<file path="src/rtl/alarm_fan_ctrl_pkg.sv">
// Shared encodings and constants for the alarm/fan actuator stage.
// Severity states are ordered so that a numeric max() picks the worse condition.
package alarm_fan_ctrl_pkg;

    typedef enum logic [1:0] {
        ST_NORMAL  = 2'b00,
        ST_ALERTA  = 2'b01,
        ST_PELIGRO = 2'b10,
        ST_EMERG   = 2'b11
    } state_t;

    localparam logic [4:0] DUTY_ALERT_MIN = 5'd12;
    localparam logic [4:0] DUTY_FULL      = 5'd16;
    localparam int         PWM_STEPS      = 16;

endpackage

</file>
<file path="src/rtl/alarm_fan_ctrl_pwm_gen.sv">
// Fan PWM generator: prescaler, 16-step phase counter and a duty register that
// only reloads at period boundaries so no period is ever truncated.
module pwm_gen
    import alarm_fan_ctrl_pkg::*;
#(
    parameter int PRESC_DIV = 6250
) (
    input  logic       CLK,
    input  logic       reset,
    input  logic [4:0] duty,
    output logic       pwm
);

    localparam int             PW         = (PRESC_DIV > 1) ? $clog2(PRESC_DIV) : 1;
    localparam logic [PW-1:0]  PRESC_MAX  = PW'(PRESC_DIV - 1);
    localparam logic [3:0]     PHASE_LAST = 4'(PWM_STEPS - 1);

    logic [PW-1:0] presc_q, presc_d;
    logic [3:0]    phase_q, phase_d;
    logic [4:0]    duty_q, duty_d;
    logic          pwm_q, pwm_d;
    logic          tick;

    always_comb begin
        tick    = (presc_q == PRESC_MAX);
        presc_d = tick ? '0 : presc_q + PW'(1);
        phase_d = tick ? phase_q + 4'd1 : phase_q;
        duty_d  = (tick && phase_q == PHASE_LAST) ? duty : duty_q;
        // Compare against next-state values so the registered output matches phase < duty.
        pwm_d   = ({1'b0, phase_d} < duty_d);
    end

    always_ff @(posedge CLK) begin
        if (!reset) begin
            presc_q <= '0;
            phase_q <= '0;
            duty_q  <= '0;
            pwm_q   <= 1'b0;
        end else begin
            presc_q <= presc_d;
            phase_q <= phase_d;
            duty_q  <= duty_d;
            pwm_q   <= pwm_d;
        end
    end

    assign pwm = pwm_q;

endmodule

</file>
<file path="src/rtl/alarm_fan_ctrl.sv">
// Alarm severity FSM with Greset-only de-escalation, fan duty mapping and
// buzzer blink; the PWM waveform itself is produced by pwm_gen.
module alarm_fan_ctrl
    import alarm_fan_ctrl_pkg::*;
#(
    parameter int PRESC_DIV = 6250,
    parameter int BLINK_DIV = 25_000_000
) (
    input  logic       CLK,
    input  logic       reset,
    input  logic [3:0] Temps,
    input  logic       Gas,
    input  logic       Peligro,
    input  logic       Alerta,
    input  logic       Greset,
    output logic       fan_pwm,
    output logic       buzzer,
    output logic       led_alerta,
    output logic       led_peligro,
    output logic [1:0] state
);

    localparam int            BW        = (BLINK_DIV > 1) ? $clog2(BLINK_DIV) : 1;
    localparam logic [BW-1:0] BLINK_MAX = BW'(BLINK_DIV - 1);

    state_t        state_q, state_d, flag_lvl;
    logic [BW-1:0] bcnt_q, bcnt_d;
    logic          blink_q, blink_d;
    logic          buzzer_q, buzzer_d;
    logic          led_al_q, led_pe_q;
    logic [4:0]    target_duty;

    always_comb begin
        flag_lvl = ST_NORMAL;
        if (Gas)
            flag_lvl = ST_EMERG;
        else if (Peligro)
            flag_lvl = ST_PELIGRO;
        else if (Alerta)
            flag_lvl = ST_ALERTA;

        // Without Greset the state only escalates; with it, it follows the live flags.
        state_d = state_q;
        if (Greset || flag_lvl > state_q)
            state_d = flag_lvl;

        bcnt_d  = '0;
        blink_d = 1'b0;
        if (state_d == ST_PELIGRO && state_q == ST_PELIGRO) begin
            if (bcnt_q == BLINK_MAX) begin
                blink_d = ~blink_q;
            end else begin
                bcnt_d  = bcnt_q + BW'(1);
                blink_d = blink_q;
            end
        end

        buzzer_d = (state_d == ST_EMERG) || (state_d == ST_PELIGRO && !blink_d);

        case (state_q)
            ST_NORMAL: target_duty = {1'b0, Temps};
            ST_ALERTA: target_duty = ({1'b0, Temps} > DUTY_ALERT_MIN) ? {1'b0, Temps} : DUTY_ALERT_MIN;
            default:   target_duty = DUTY_FULL;
        endcase
    end

    always_ff @(posedge CLK) begin
        if (!reset) begin
            state_q  <= ST_NORMAL;
            bcnt_q   <= '0;
            blink_q  <= 1'b0;
            buzzer_q <= 1'b0;
            led_al_q <= 1'b0;
            led_pe_q <= 1'b0;
        end else begin
            state_q  <= state_d;
            bcnt_q   <= bcnt_d;
            blink_q  <= blink_d;
            buzzer_q <= buzzer_d;
            led_al_q <= (state_d >= ST_ALERTA);
            led_pe_q <= (state_d >= ST_PELIGRO);
        end
    end

    pwm_gen #(.PRESC_DIV(PRESC_DIV)) u_pwm_gen (
        .CLK   (CLK),
        .reset (reset),
        .duty  (target_duty),
        .pwm   (fan_pwm)
    );

    assign buzzer      = buzzer_q;
    assign led_alerta  = led_al_q;
    assign led_peligro = led_pe_q;
    assign state       = state_q;

endmodule

</file>
<file path="config.mk">
export PLATFORM = sky130hd
export DESIGN_NAME = alarm_fan_ctrl
export DESIGN_NICKNAME = d
export VERILOG_FILES = /design/src/rtl/alarm_fan_ctrl_pkg.sv /design/src/rtl/alarm_fan_ctrl_pwm_gen.sv /design/src/rtl/alarm_fan_ctrl.sv
export SDC_FILE = /design/constraint.sdc
export NUM_CORES = 1
export LEC_CHECK = 0
export ABC_CLOCK_PERIOD_IN_PS = 3400
export CAP_MARGIN = 15
export CORE_MARGIN = 2
export CORE_UTILIZATION = 50
export DETAILED_ROUTE_END_ITERATION = 8
export PLACE_DENSITY = 0.69
export SKIP_LAST_GASP = 1
export SYNTH_ARGS = -nofsm -noshare
export SYNTH_HDL_FRONTEND = slang
export SYNTH_SLANG_ARGS = --single-unit
</file>
<file path="constraint.sdc">
create_clock -name CLK -period 3.4 [get_ports CLK]
set_input_delay 0.51 -clock CLK [delete_from_list [all_inputs] [get_ports CLK]]
set_output_delay 0.51 -clock CLK [all_outputs]
set_load 0.05 [all_outputs]
</file>
After elaboration in Yosys (flattened, before gate mapping)
Index checks and enable logic that the tools add are counted.
- add/subtract/negate cells: 3
- $mul: 0
- divide/modulo/power cells: 0
- magnitude comparators: 5
- eq/ne operators: 7
- shift operators: 0
- muxes and demuxes: 10
- bitwise logic cells: 3
- reduce and logical (&&, ||, !) cells: 9
- operators by type and width (kind ; number):
    $add 25x1->25 const B ; 1
    $eq 25x25->1 const B ; 1
    $add 13x1->13 const B ; 1
    $eq 13x13->1 const B ; 1
    $pmux 5 s2 ; 1
    $mux 4 ; 2
    $eq 2x2->1 const B ; 3
    $mux 2 ; 3
    $lt 4x5->1 ; 1
    $mux 5 ; 1
    $add 4x1->4 const B ; 1
    $eq 4x4->1 const B ; 1
    $gt 4x4->1 const B ; 1
    $logic_and 1x1->1 ; 3
    $mux 1 ; 3
    $not 1->1 ; 3
    $reduce_or 3->1 ; 1
    $eq 2x1->1 const B ; 1
    $ge 2x1->1 const B ; 1
    $ge 2x2->1 const B ; 1
    $gt 2x2->1 ; 1
    $logic_not 2->1 ; 1
    $logic_or 1x1->1 ; 2
    $reduce_or 2->1 ; 1
    $logic_not 1->1 ; 1
- bits in registers: 54
- latch bits: 0
- memory bits (writable): 0
- bits in read-only memories: 0
- input port bits: 10
- output and inout port bits: 6
- word-level logic and storage cells: 47
- memories kept: 0

Logic depth before layout (Yosys ltp)
Gate-level depths: netlist (run 1).
- depth in word-level cells: 12
- depth in mapped cells: 10
- mapped depth without buffers: 9

Modules after synthesis
A second synthesis (run 1) with hierarchy kept.
- cell total of the unflattened synthesis: 288
- area total of the unflattened synthesis: 2608.8 µm²
- modules (own cells, without submodules) (module ; instances ; cells an instance ; area an instance (µm²) ; sequential area each (µm²)):
    alarm_fan_ctrl ; 1 ; 167 ; 1485.2 ; 620.6
    pwm_gen ; 1 ; 121 ; 1123.6 ; 460.4

Worst setup path before layout (run 1)
OpenSTA, ideal clock, no wires.
- kind: register -> register
- from: register state_q[1], in the netlist state[1]
- to: register bcnt_q[21]
- setup time: 0.064 ns
- arrival time: 2.201 ns
- required time: 3.336 ns
- slack: 1.136 ns
- stages on the path, launching flop included: 10
- path buffers: 2
- period minus slack after synthesis: 2.264 ns
- cells stage by stage: dfxtp_1 > inv_1 > ha_1 > nor2b_1 > o211ai_1 > nand3_1 > or2_1 > buf_6 > buf_6 > nor2_1
- cells in the longest elaborated chain, start to end: 7
- elaborated cells on any way between the ends: 8
- classes of those cells: order compare (1); eq/ne (2); mux (1); bitwise (1); reduce/logical (3)
- ends and longest elaborated chain (element ; line ; source):
    start, declared ; alarm_fan_ctrl.sv:26 ; state_t state_q, state_d, flag_lvl;
    start signal, assigned ; alarm_fan_ctrl.sv:76 ; state_q <= state_d;
    $gt 2x2->1 ; alarm_fan_ctrl.sv:44 ; if (Greset || flag_lvl > state_q)
    $logic_or 1x1->1 ; alarm_fan_ctrl.sv:44 ;
    $mux 2 ; alarm_fan_ctrl.sv:44 ;
    $eq 2x2->1 ; alarm_fan_ctrl.sv:49 ; if (state_d == ST_PELIGRO && state_q == ST_PELIGRO) begin
    $logic_and 1x1->1 * ; alarm_fan_ctrl.sv:49 ;
    $not 1->1 (no line) * ; -- ;
    $reduce_or 3->1 (no line) * ; -- ;
    end signal, assigned ; alarm_fan_ctrl.sv:77 ; bcnt_q <= bcnt_d;
    end, declared ; alarm_fan_ctrl.sv:27 ; logic [BW-1:0] bcnt_q, bcnt_d;
Mark *: on every way between the ends. The rest lies on a longest branch, timed or not.
A chain may end at the register's enable or synchronous reset.

Worst setup path after layout (run 1)
- from: input Peligro
- to: register bcnt_q[13]
- cells in the longest elaborated chain, start to end: 9
- ends and longest elaborated chain (element ; line ; source):
    start, declared ; alarm_fan_ctrl.sv:13 ; input logic Peligro,
    $mux 2 * ; alarm_fan_ctrl.sv:37 ; else if (Peligro)
    $mux 2 * ; alarm_fan_ctrl.sv:35 ; if (Gas)
    $gt 2x2->1 ; alarm_fan_ctrl.sv:44 ;
    $logic_or 1x1->1 ; alarm_fan_ctrl.sv:44 ;
    $mux 2 * ; alarm_fan_ctrl.sv:44 ;
    $eq 2x2->1 * ; alarm_fan_ctrl.sv:49 ;
    $logic_and 1x1->1 * ; alarm_fan_ctrl.sv:49 ;
    $not 1->1 (no line) * ; -- ;
    $reduce_or 3->1 (no line) * ; -- ;
Marks and branches as above.

==> impl_metrics.env, run 1 <==
export IMPL_power_switching_uw=270.0
export IMPL_rr_worst_depth=7
export IMPL_grt_pass1_wl_um=7210
export IMPL_synth_distinct_cells=48
export IMPL_gp_congestion=0.8115
export IMPL_tns_ns=0
export IMPL_power_leakage_nw=1.015
export IMPL_register_area_mm2=0.001081
export IMPL_netlist_area_mm2=0.002485
export IMPL_regToRegSetupSlack_ns=1.03
export IMPL_required_ns=3.56
export IMPL_layout_min_cycle_time_ns=2.614
export IMPL_synth_compound_area_frac=0.06042
export IMPL_power_share_sequential=0.549
export IMPL_status="finished, final reports clean"
export IMPL_top_layer="met4"
export IMPL_rr_startpoint="u_pwm_gen.presc_q[2]"
export IMPL_fin_crit_sh=0.7688
export IMPL_syn2layout_area_growth_pct=11.88
export IMPL_ys_dominant_reg_cell="dfxtp_1"
export IMPL_wl_um=4222
export IMPL_crit_slowest_cell="or2_1"
export IMPL_grt_overflow_total=0
export IMPL_mostFrequentLayoutCell="dfxtp_1"
export IMPL_postRouteAntennaNets=0
export IMPL_final_cells=353
export IMPL_cts_tree="built"
export IMPL_slew_viol_final=0
export IMPL_vias_per_cell=5.198
export IMPL_grt_usage=0.1684
export IMPL_pwr_share_clk=0.364
export IMPL_die_w_um=74.50
export IMPL_worst_hold_path_endpoint="bcnt_q[0]"
export IMPL_antenna_found_initial=0
export IMPL_std_cell_rows=25
export IMPL_fin_nets=305
export IMPL_synth_top_family_by_area="simple AND/OR/NAND/NOR gates"
export IMPL_synth_area_mux_share=0.02467
export IMPL_dp_cells=346
export IMPL_cts_setup_buffers=0
export IMPL_synth_nets=289
export IMPL_cts_resized=0
export IMPL_totalPowerFinal_mw=1.189
export IMPL_die_h_um=74.50
export IMPL_most_common_layout_cells="dfxtp_1 (54), nor2_1 (49), xor2_1 (20), nand2_1 (18), clkdlybuf4s50_1 (15)"
export IMPL_max_cap_viol_count=0
export IMPL_synthAdderAreaFrac=0.04532
export IMPL_routedWlPerCell_um=11.96
export IMPL_cp_arrival_ns=2.77
export IMPL_met1_length_um=2167
export IMPL_die_area_mm2=0.005550
export IMPL_synth_edf_count=0
export IMPL_cts_max_level=2
export IMPL_finalHoldViolCount=0
export IMPL_yosys_area_share_simple=0.2850
export IMPL_path_clk_slew_ns=0.09
export IMPL_wl_met3_um=123
export IMPL_cts_num_sinks=54
export IMPL_grt_start_max_net_pins=26
export IMPL_nFillCells=440
export IMPL_cts_root_buf="clkbuf_8"
export IMPL_tightestPinTransition_ns=0.8724
export IMPL_avgSynthCellArea_um2=9.203
export IMPL_place_detailed_hpwl_um=2883
export IMPL_fin_skew_ns=0.005603
export IMPL_antennaDiodeCount=0
export IMPL_p_comb_frac=0.087
export IMPL_synth_xor_area_frac=0.1198
export IMPL_grt_pass1_vias=1624
export IMPL_yosys_warnings=0
export IMPL_p_int_uw=919.0
export IMPL_endpoint_kind="flip-flop"
export IMPL_r2r_end="u_pwm_gen.pwm"
export IMPL_seq_area_frac_synth=0.4350
export IMPL_drc=0
export IMPL_port_buffers=15
export IMPL_grt_setup_unrepaired="false"
export IMPL_async_flop_share=0
export IMPL_ys_seq_elements=54
export IMPL_critPathMaxStageDelay_ns=0.68
export IMPL_swShare=0.2271
export IMPL_holdPathStages=1
export IMPL_critPathLaunchType="input pin"
export IMPL_drive_gt1_frac=0.06643
export IMPL_clkLatencyLatePin_ns=0.31
export IMPL_final_setup_viol_count=0
export IMPL_min_from="bcnt_q[0]"
export IMPL_vias=1835
export IMPL_cp_cell_sequence="clkdlybuf4s50_1, or2_2, ha_1, nor2b_1, o211ai_1, nand3_1, or2_1, nor2_1"
export IMPL_cts_buffers_inserted=5
export IMPL_peakVddDrop_mv=0.2680
export IMPL_power_density_mw_per_mm2=427.7
export IMPL_critPathKind="input pin to flip-flop"
export IMPL_multi_input_area_mm2=0.001330
export IMPL_initialDrtViolationCount=54
export IMPL_cp_max_fo=25
export IMPL_holdBufCountCts=0
export IMPL_fmax_ghz=0.3826
export IMPL_cts_buffer_depth=2
export IMPL_final_util=0.5847
export IMPL_synth_cells=270
export IMPL_slew_headroom=0.4184
export IMPL_num_io_pins=16
export IMPL_hold_class="flip-flop to flip-flop"
export IMPL_start_util=0.5226
export IMPL_dr_pass1_iters=4
export IMPL_wl_met2_um=1835
export IMPL_fp_coreArea_mm2=0.004755
power by group through the flow:
stage | registers [mW] | logic, mW | clock network, mW
after global placement | 0.668 | 0.102 | 0
after global routing | 0.655 | 0.114 | 0.469
after CTS | 0.653 | 0.104 | 0.448
after floorplan | 0.692 | 0.0469 | 0
after detailed placement | 0.668 | 0.104 | 0
final | 0.653 | 0.103 | 0.433
metrics by stage:
| step | hold slack, ns | setup WS [ns] | area, um^2 |
|---|---|---|---|
| after floorplan | 0.4296 | 1.136 | 2485 |
| after global placement | 0.4493 | 0.5311 | 2668 |
| after detailed placement | 0.4596 | 0.4851 | 2668 |
| after CTS | 0.4801 | 0.7864 | 2780 |
| after global routing | 0.5134 | 0.5868 | 2780 |
| final | 0.4766 | 0.7860 | 2780 |
critical path, delay by kind of cell:
family / cells / cell delay, ns
adders and majority gates: 1 / 0.29
AOI/OAI and AO/OA: 1 / 0.11
buffers and inverters: 1 / 0.43
and+or+nand+nor: 5 / 1.42
how the worst max path moves through the flow:
| stage | from | endpoint | slack (ns) | cells past startpoint |
|---|---|---|---|---|
| CTS | Peligro | bcnt_q[13] | 0.79 | 8 |
| global route | Peligro | bcnt_q[13] | 0.59 | 8 |
| detailed placement | Peligro | bcnt_q[11] | 0.49 | 8 |
| finish | Peligro | bcnt_q[13] | 0.79 | 8 |
| global placement | Peligro | bcnt_q[7] | 0.53 | 8 |
| floorplan | state[1] | bcnt_q[21] | 1.14 | 9 |
logic make-up after synthesis:
| kind of cell | Yosys count |
|---|---|
| buf+inv | 12 |
| mux | 6 |
| xor+xnor | 34 |
| fa+ha+maj | 9 |
| simple gates | 132 |
| flops | 54 |
| compound gates | 23 |
sequential cells by signal (all words and copies together), names as in the netlist, 2 cells and up:
register	flops
u_pwm_gen.presc_q	13
state	2
bcnt_q	25
u_pwm_gen.duty_q	5
u_pwm_gen.phase_q	4
synth_stat cells (2+ instances only):
master    number  area (um^2)
dfxtp_1       54         1081
nor2_1        49        183.9
xor2_1        20        175.2
nand2_1       18        67.56
xnor2_1       14        122.6
nand3_1       13        65.06
ha_1           9        112.6
nand4_1        9        56.30
and3_1         8        50.05
a21oi_1        7        35.03
and2_1         6        37.54
and4_1         5        43.79
inv_1          5        18.77
mux2i_1        5        50.05
o21ai_0        4        20.02
or3_1          4        25.02
buf_6          3        33.78
nor3_1         3        15.01
a311oi_1       2        17.52
and4bb_2       2        25.02
buf_2          2        10.01
nor3b_1        2        15.01
cell type report:
cell class / instances / share of cell area
inverters: 6 / 0.008101
well taps: 67 / 0.03015
repair buffers: 15 / 0.05401
clock buffers: 6 / 0.02970
flip-flops and latches: 54 / 0.3888
clock inverters: 1 / 0.01080
multi-input cells: 204 / 0.4784
layer usage:
layer  up-vias  global-route usage
li1        965                   -
met1       839              0.2200
met2        23              0.2635
met3         8             0.03659
met4         0             0.08333
met5         -                   0
No activity file was read; power rests on OpenSTA's default activity.
==> inputs of run 2 (changes only) <==
ABC_CLOCK_PERIOD_IN_PS = 2400   (was 3400)
PLACE_DENSITY = 0.72   (was 0.69)
clock period = 2.4 ns   (was 3.4 ns; I/O delays follow)
==> run 2 against run 1 <==
Net effect:
- hold slack improved by 0.017 ns
- sequential share of layout area decreased by 0.92 points
- largest cell class unchanged
- via count increased by 1.8%
- sequential power increased by 42%
- design area increased by 2.4%
- routed wire length increased by 2.5%
==> impl_metrics.env, run 2 (synthesis gave the netlist of run 1 again) <==
export IMPL_status="finished, final reports clean"
export IMPL_hold_class="flip-flop to flip-flop"
export IMPL_vias=1868
export IMPL_mostFrequentLayoutCell="dfxtp_1"
export IMPL_routedWlPerCell_um=11.93
export IMPL_totalPowerFinal_mw=1.614
export IMPL_critPathMaxStageDelay_ns=0.34
export IMPL_power_leakage_nw=1.062
export IMPL_finalHoldViolCount=0
export IMPL_start_util=0.5226
export IMPL_largest_reg_flops=25
export IMPL_fin_skew_ns=0.01140
export IMPL_critPathKind="flip-flop to flip-flop"
export IMPL_slew_headroom=0.6642
export IMPL_cts_num_sinks=54
export IMPL_fin_crit_sh=0.9363
export IMPL_port_buffers=15
export IMPL_setup_ws_ns=0.1528
export IMPL_num_io_pins=16
export IMPL_whs_ns=0.4937
export IMPL_startpoint="u_pwm_gen.presc_q[1]"
export IMPL_grt_start_max_net_pins=26
export IMPL_cts_setup_buffers=0
export IMPL_dp_cells=355
export IMPL_fp_coreArea_mm2=0.004755
export IMPL_dpl_cell_area_mm2=0.002748
export IMPL_cp_max_fo=4
export IMPL_path_clk_slew_ns=0.10
export IMPL_cts_max_level=2
export IMPL_antennaDiodeCount=0
export IMPL_cts_tree="built"
export IMPL_min_from="bcnt_q[0]"
export IMPL_slew_viol_final=0
export IMPL_clkLatencyLatePin_ns=0.31
export IMPL_cts_root_buf="clkbuf_8"
export IMPL_cp_cell_sequence="inv_1, ha_1, and4_1, and4_1, buf_4, mux2i_1, ha_1, a211oi_1, a31o_2"
export IMPL_cts_resized=0
export IMPL_gp_congestion=0.7322
export IMPL_drive_gt1_frac=0.09459
export IMPL_dr_pass1_iters=4
export IMPL_initialDrtViolationCount=72
export IMPL_grt_pass1_vias=1721
export IMPL_grt_overflow_total=0
export IMPL_holdBufCountCts=0
export IMPL_rr_startpoint="u_pwm_gen.presc_q[1]"
export IMPL_dp_slack_ns=-0.06493
export IMPL_final_cells=363
export IMPL_die_w_um=74.50
export IMPL_postRouteAntennaNets=0
export IMPL_fin_nets=314
export IMPL_final_util=0.5989
export IMPL_regToRegSetupSlack_ns=0.15
export IMPL_cp_arrival_ns=2.51
export IMPL_die_h_um=74.50
export IMPL_critPathLaunchType="flip-flop"
export IMPL_power_density_mw_per_mm2=566.6
export IMPL_antenna_found_initial=0
export IMPL_reg_top3="bcnt_q x25, u_pwm_gen.presc_q x13, u_pwm_gen.duty_q x5"
export IMPL_max_flop_register="bcnt_q"
export IMPL_postLayoutCellArea_mm2=0.002848
export IMPL_place_detailed_hpwl_um=3040
export IMPL_drc=0
export IMPL_std_cell_rows=25
export IMPL_max_cap_viol_count=0
export IMPL_cts_buffer_depth=2
export IMPL_final_setup_viol_count=0
export IMPL_required_ns=2.66
export IMPL_grt_pass1_wl_um=7583
export IMPL_fmax_ghz=0.4450
export IMPL_layout_min_cycle_time_ns=2.247
export IMPL_syn2layout_area_growth_pct=14.60
export IMPL_vias_per_cell=5.146
export IMPL_die_area_mm2=0.005550
export IMPL_crit_slowest_cell="dfxtp_1"
export IMPL_endpoint_kind="flip-flop"
export IMPL_peakVddDrop_mv=0.3566
export IMPL_grt_usage=0.1739
export IMPL_wl_um=4329
export IMPL_tns_ns=0
export IMPL_grt_setup_unrepaired="false"
export IMPL_most_common_layout_cells="dfxtp_1 (54), nor2_1 (49), xor2_1 (20), nand2_1 (18), clkdlybuf4s50_1 (15)"
export IMPL_cts_buffers_inserted=5
export IMPL_tightestPinTransition_ns=0.5022
-- run 2: cell types whose count changed in the layout (fill, tap and decap cells not counted), sizes merged --
| cell | before | now |
|---|---|---|
| buf | 0 | 9 |
| bufinv | 1 | 0 |
| clkbuf | 6 | 7 |
| clkinv | 1 | 2 |
-- run 2: cell type report --
class / count / area [um^2]
multi-input cells: 204 / 1339
clock buffers: 7 / 86.33
repair buffers: 24 / 230.2
fillers: 457 / 1907
well taps: 67 / 83.83
flip-flops and latches: 54 / 1081
clock inverters: 1 / 5.005
inverters: 6 / 22.52
-- run 2: path summary, 6_finish.rpt --
path	cells after the start	to
setup / recovery	9	u_pwm_gen.pwm
setup reg to reg	9	u_pwm_gen.pwm
hold / removal	1	bcnt_q[0]
hold reg to reg	1	bcnt_q[0]
-- run 2: layer usage --
layer	up-vias	share of wire	GRT usage
met3	8	0.029	0.04065
met1	861	0.49	0.2330
met4	0	0.017	0.06548
met2	22	0.46	0.2734
met5	-	0	0
li1	977	-	-
-- run 2: power by group --
| group | switching (mW) | internal (mW) | total (mW) |
|---|---|---|---|
| logic | 0.0940 | 0.0772 | 0.171 |
| registers | 0.0136 | 0.911 | 0.924 |
| clock network | 0.285 | 0.233 | 0.518 |
| total | 0.392 | 1.22 | 1.61 |
-- run 2: critical path: cells and delay by family (launching register included) --
| family | cells | cell delay (ns) |
|---|---|---|
| AND/OR/NAND/NOR | 2 | 0.52 |
| adder cells (fa/ha/maj) | 2 | 0.44 |
| AO/OA/AOI/OAI | 2 | 0.43 |
| flip-flops | 1 | 0.34 |
| buffers and inverters | 2 | 0.22 |
| multiplexers | 1 | 0.26 |
==> edit 1: new RTL, flow settings as in run 2 <==
Change the parameter `BLINK_DIV` from 25_000_000 to 6_250_000.
--- a/src/rtl/alarm_fan_ctrl.sv
+++ b/src/rtl/alarm_fan_ctrl.sv
@@ -6,3 +6,3 @@
     parameter int PRESC_DIV = 6250,
-    parameter int BLINK_DIV = 25_000_000
+    parameter int BLINK_DIV = 6_250_000
 ) (
Behaviour: no difference found for any inputs over 10 cycles, from zero or initial values and one cycle with reset low; that may be too few to reach the edited logic, so the function may still have changed.
==> edit 1 against run 2 <==
  * The flow now finishes with violations (negative setup slack)
  * Design area up 18%
  * Synthesized area up 3.3%
  * Combinational power up 44%
  * Worst setup slack lost 0.36 ns
  * Sequential cell count down 2
  * Die area rose by 3.1%
  * Utilization increased by 6.6 points
  * Wire length grew 23%
  * Clock skew up 0.00086 ns
  * Total power is 14% higher
  * Synthesized cell count increased by 5.9%
  * Global-route usage is 1.7 points higher
  * Critical path type unchanged
  * Critical endpoint unchanged
==> edit 1: results (changes against run 2) <==
Outcome -> finished, violations left
Worst setup margin -> -0.207 ns (-0.360 ns)
Initial antenna violation count -> 0 (unchanged)
RePlAce Congestion -> 0.811 (+11%)
Post-synth cell types -> 48 (unchanged)
Ys async rst share -> 0 (unchanged)
Maximum buffer depth of the clock tree -> 2 (unchanged)
Final HPWL DP -> 3750 um (+23%)
Failing checks -> negative setup slack
Setup TNS -> -0.207 ns (-0.207 ns)
Worst Skew -> 0.0123 ns (+0.000856 ns)
Non-filler cells, final -> 408 (+12%)
Max-Slew Margin vs Limit -> 0.667 (+0.00255)
Pleak -> 1.22 nW (+15%)
Worst-path clk slew -> 0.10 ns (about the same)
Dpl cells -> 397 (+12%)
Synth top cells by count -> dfxtp_1, nor2_1, nor3_1, nand2_1, xnor2_1
1st-iter DRT viols -> 63 (-13%)
Peak VDD IR -> 0.358 mV (+0.37%)
CP startpoint -> u_pwm_gen.presc_q[1]
Share of layout cells above drive strength 1 -> 0.231 (+0.136)
N_diodes -> 0 (unchanged)
Largest regs -> bcnt_q: 23 flops, u_pwm_gen.presc_q: 13 flops, u_pwm_gen.duty_q: 5 flops
Yosys Warn Count -> 0 (unchanged)
Syn avg cell area -> 8.97 um^2 (-2.5%)
Synth area leaders -> dfxtp_1, xnor2_1, ha_1, nor3_1, nor2_1
Clk_lat worst skew -> 0.30 ns
Post-synthesis sequential area ratio -> 0.406 (-0.0294)
PortBufs -> 15 (unchanged)
Largest net degree at the start of global routing -> 27 (+3.8%)
Critical Path Fanout Max -> 4 (unchanged)
First-pass GRT wire length -> 8610 um (+14%)
Critical Path AT -> 2.83 ns (+0.32 ns)
Mapped Nets -> 305 (+5.5%)
H-tree depth -> 2 (unchanged)
CTS Root Cell -> clkbuf_8
Hold crit path type -> reg2reg
Vias in the first global route -> 2023 (+18%)
GRT Total Usage -> 0.191 (+0.0172)
Nets@finish -> 357 (+14%)
Final Setup Violations -> 1 (+1)
Top_reg_cell synth -> dfxtp_1
WL/cell -> 13.0 um (+9.1%)
CTS Buf Count -> 5 (unchanged)
Drt via density -> 5.52 (+7.4%)
DRT Pass-1 Iters -> 4 (unchanged)
Hold path startpoint -> bcnt_q[0]
[edit 1: metal layers]
metal	up-vias	global-route usage	share of wire
li1	1144	-	-
met1	1082	0.236	0.46
met2	22	0.335	0.51
met4	0	0.0526	0.010
met3	6	0.0423	0.019
met5	-	0	0
[edit 1: power breakdown]
group          total [mW]  switching, mW  internal (mW)
clock network       0.693          0.282          0.411
logic               0.247          0.139          0.108
registers           0.897         0.0171          0.880
total                1.84          0.438           1.40
[edit 1: worst max-delay path: stages (launching register included)]
cell	delay, ns
dfxtp_2	0.33
inv_2	0.06
ha_4	0.13
nand4bb_4	0.13
or4_4	0.62
mux2i_2	0.25
ha_1	0.29
a21o_1	0.19
a211o_1	0.28
o32ai_2	0.25
[edit 1: timing repair]
item / in CTS / in global routing
hold buffers: 0 / 0
pin swaps: 0 / 9
endpoints found under the setup margin: 1 / 5
buffers inserted: 1 / 3
gates resized for setup: 6 / 17
[edit 1: cells by family after synthesis]
logic type | share of synthesized area
and+or+nand+nor | 0.292
DFF | 0.406
AOI/OAI and AO/OA | 0.113
buffers and inverters | 0.0346
xor gates and xnor gates | 0.0717
muxes | 0.0400
adders and majority gates | 0.0439
[edit 1: worst paths after layout]
kind / end / cells after the start
max: u_pwm_gen.pwm / 9
min: bcnt_q[0] / 1
max reg2reg: u_pwm_gen.pwm / 9
min reg2reg: bcnt_q[0] / 1
[edit 1: area by class of cell]
cell class | count | area [um^2]
fillers | 421 | 1690
multi-input cells | 211 | 1580
flip-flops and latches | 52 | 1040
repair buffers | 55 | 467
well taps | 70 | 87.6
clock buffers | 5 | 68.8
clock inverters | 2 | 60.1
inverters | 13 | 48.8
[edit 1: metrics by stage]
stage / worst slack (ns) / utilization / hold WS (ns) / power [mW] / instance area (um^2)
finish: -0.207 / 0.665 / 0.488 / 1.84 / 3350
CTS: -0.108 / 0.641 / 0.495 / 1.84 / 3230
detailed placement: -0.235 / 0.608 / 0.482 / 1.15 / 3070
global placement: -0.174 / 0.608 / 0.476 / 1.15 / 3070
floorplan: -0.0150 / - / 0.423 / 1.05 / 2600
global route: -0.277 / 0.665 / 0.526 / 1.91 / 3350
==> edit 2: new RTL, settings of run 2 <==
Made on the original files. The output `led_alerta` loses its register stage (`led_al_q` becomes a continuous assignment).
--- a/src/rtl/alarm_fan_ctrl.sv
+++ b/src/rtl/alarm_fan_ctrl.sv
@@ -72,3 +72,2 @@
             buzzer_q <= 1'b0;
-            led_al_q <= 1'b0;
             led_pe_q <= 1'b0;
@@ -79,3 +78,2 @@
             buzzer_q <= buzzer_d;
-            led_al_q <= (state_d >= ST_ALERTA);
             led_pe_q <= (state_d >= ST_PELIGRO);
@@ -83,2 +81,4 @@
     end
+
+    assign led_al_q = (state_d >= ST_ALERTA);
 
Function: changed (a bounded check fails within 4 cycles, from zero or initial values and one cycle with reset low).
==> edit 2 against run 2 <==
  * Synthesized area increased by 2.3%
  * Worst setup slack got worse by 0.14 ns
  * Total power decreased by 0.86%
  * Sequential share of layout area decreased by 2.2 points
  * Utilization increased by 1.7 points
  * Sequential cell count decreased by 1
  * Design area increased by 4.3%
  * Wire length increased by 2.8%
  * Final cell count increased by 1.7%
==> edit 2: results (changes against run 2) <==
Adder-cell share of the synthesized area -> 0.0443 (-0.00100)
1st-iter DRT viols -> 84 (+17%)
Vias -> 1880 (+0.64%)
CTS Root Cell -> clkbuf_8
GRT Total Usage -> 0.176 (+0.00246)
N_diodes -> 0 (unchanged)
Slowest CP cell -> clkdlybuf4s50_1
Peak VDD IR -> 0.277 mV (-22%)
Worst Skew -> 0.00853 ns (-0.00288 ns)
Mapped Nets -> 289 (unchanged)
Worst-path clk slew -> 0.08 ns (-0.02 ns)
Non-filler cells, final -> 369 (+1.7%)
WL/cell -> 12.1 um (+1.1%)
Total chip power -> 1.60 mW (-0.86%)
Pleak -> 1.10 nW (+3.8%)
Dpl cells -> 357 (+0.56%)
Synth area leaders -> dfxtp_1, xor2_1, nor2_1, xnor2_1, ha_1
Vias in the first global route -> 1792 (+4.1%)
Hold crit path type -> reg2reg
Largest net degree at the start of global routing -> 15 (-42%)
Outcome -> finished clean
Final HPWL DP -> 3160 um (+4.0%)
First-pass GRT wire length -> 7640 um (+0.73%)
CP startpoint -> Alerta
Critical R2R Launch -> u_pwm_gen.presc_q[4]
Post-synthesis compound-gate area fraction -> 0.0315 (-0.0289)
Mux share of post-synthesis cell area -> 0.0281 (+0.00339)
Post-synthesis sequential area ratio -> 0.418 (-0.0175)
Post-synth cell types -> 44 (-8.3%)
Number of fill cells -> 456 (-0.22%)
Post-Synth XOR/XNOR Area -> 0.128 (+0.00768)
Critical Path Fanout Max -> 2 (-2)
Critical Path AT -> 2.02 ns (-0.49 ns)
Total grt overflow -> 0 (unchanged)
Worst path max stage delay -> 0.44 ns (+0.10 ns)
Max-Slew Margin vs Limit -> 0.672 (+0.00774)
Top_reg_cell synth -> dfxtp_1
PortBufs -> 15 (unchanged)
Initial antenna violation count -> 0 (unchanged)
Share of layout cells above drive strength 1 -> 0.205 (+0.111)
CP top delay family -> buffers and inverters
Nets@finish -> 321 (+2.2%)
RePlAce Congestion -> 0.818 (+12%)
Synth top cells by count -> dfxtp_1, nor2_1, xor2_1, nand3_1, nor2_2
## edit 2: changes by cell type after synthesis, sizes merged, moves of 3 or more
cell | before | now
nand4 | 10 | 13
a21oi | 7 | 3
xor2 | 20 | 23
o21ai | 5 | 2
nand3 | 13 | 17
nor3 | 3 | 6
or3 | 4 | 1
nand2 | 19 | 15
nor2 | 50 | 57
## edit 2: worst paths after layout
kind                    to  slack, ns  cells past startpoint
max             led_alerta       0.02                      9
max reg2reg  u_pwm_gen.pwm       0.17                      7
min reg2reg      bcnt_q[0]       0.48                      1
min              bcnt_q[0]       0.48                      1
## edit 2: logic make-up (layout without fill, tap and decap cells)
logic type | after synthesis | after routing
simple gates | 137 | 137
flops | 53 | 53
xor+xnor | 37 | 37
buf+inv | 15 | 47
compound gates | 12 | 12
fa+ha+maj | 9 | 9
mux | 7 | 7
## edit 2: timing repair
action	4_1_cts	5_1_grt
pin swaps	3	3
setup endpoints to repair	18	21
endpoints found under the hold margin	0	0
buffers inserted	4	1
resized for setup	10	3
## edit 2: report_power, final
group	switching [mW]	internal (mW)	leakage, nW
logic	0.107	0.0920	0.629
clock network	0.268	0.229	0.0443
registers	0.0111	0.891	0.429
## edit 2: per-stage QoR
step	worst slack [ns]	instance area (um^2)
floorplan	0.120	2550
global placement	-0.299	2790
detailed placement	-0.342	2790
CTS	0.0808	2940
global route	-0.0239	2970
finish	0.0163	2970
## edit 2: final cells by class
type                            count  area share
Clock buffer                        7      0.0291
Timing Repair Buffer               33      0.0969
Sequential cell                    53       0.358
Multi-Input combinational cell    202       0.479
Tap cell                           67      0.0282
Inverter                            7     0.00885
## edit 2: metal layers
layer,GRT usage,wire (um),up-vias
met2,0.284,2020,29
met4,0.0916,107,0
li1,-,-,979
met1,0.224,2190,863
met5,0,0,-
met3,0.0357,131,9
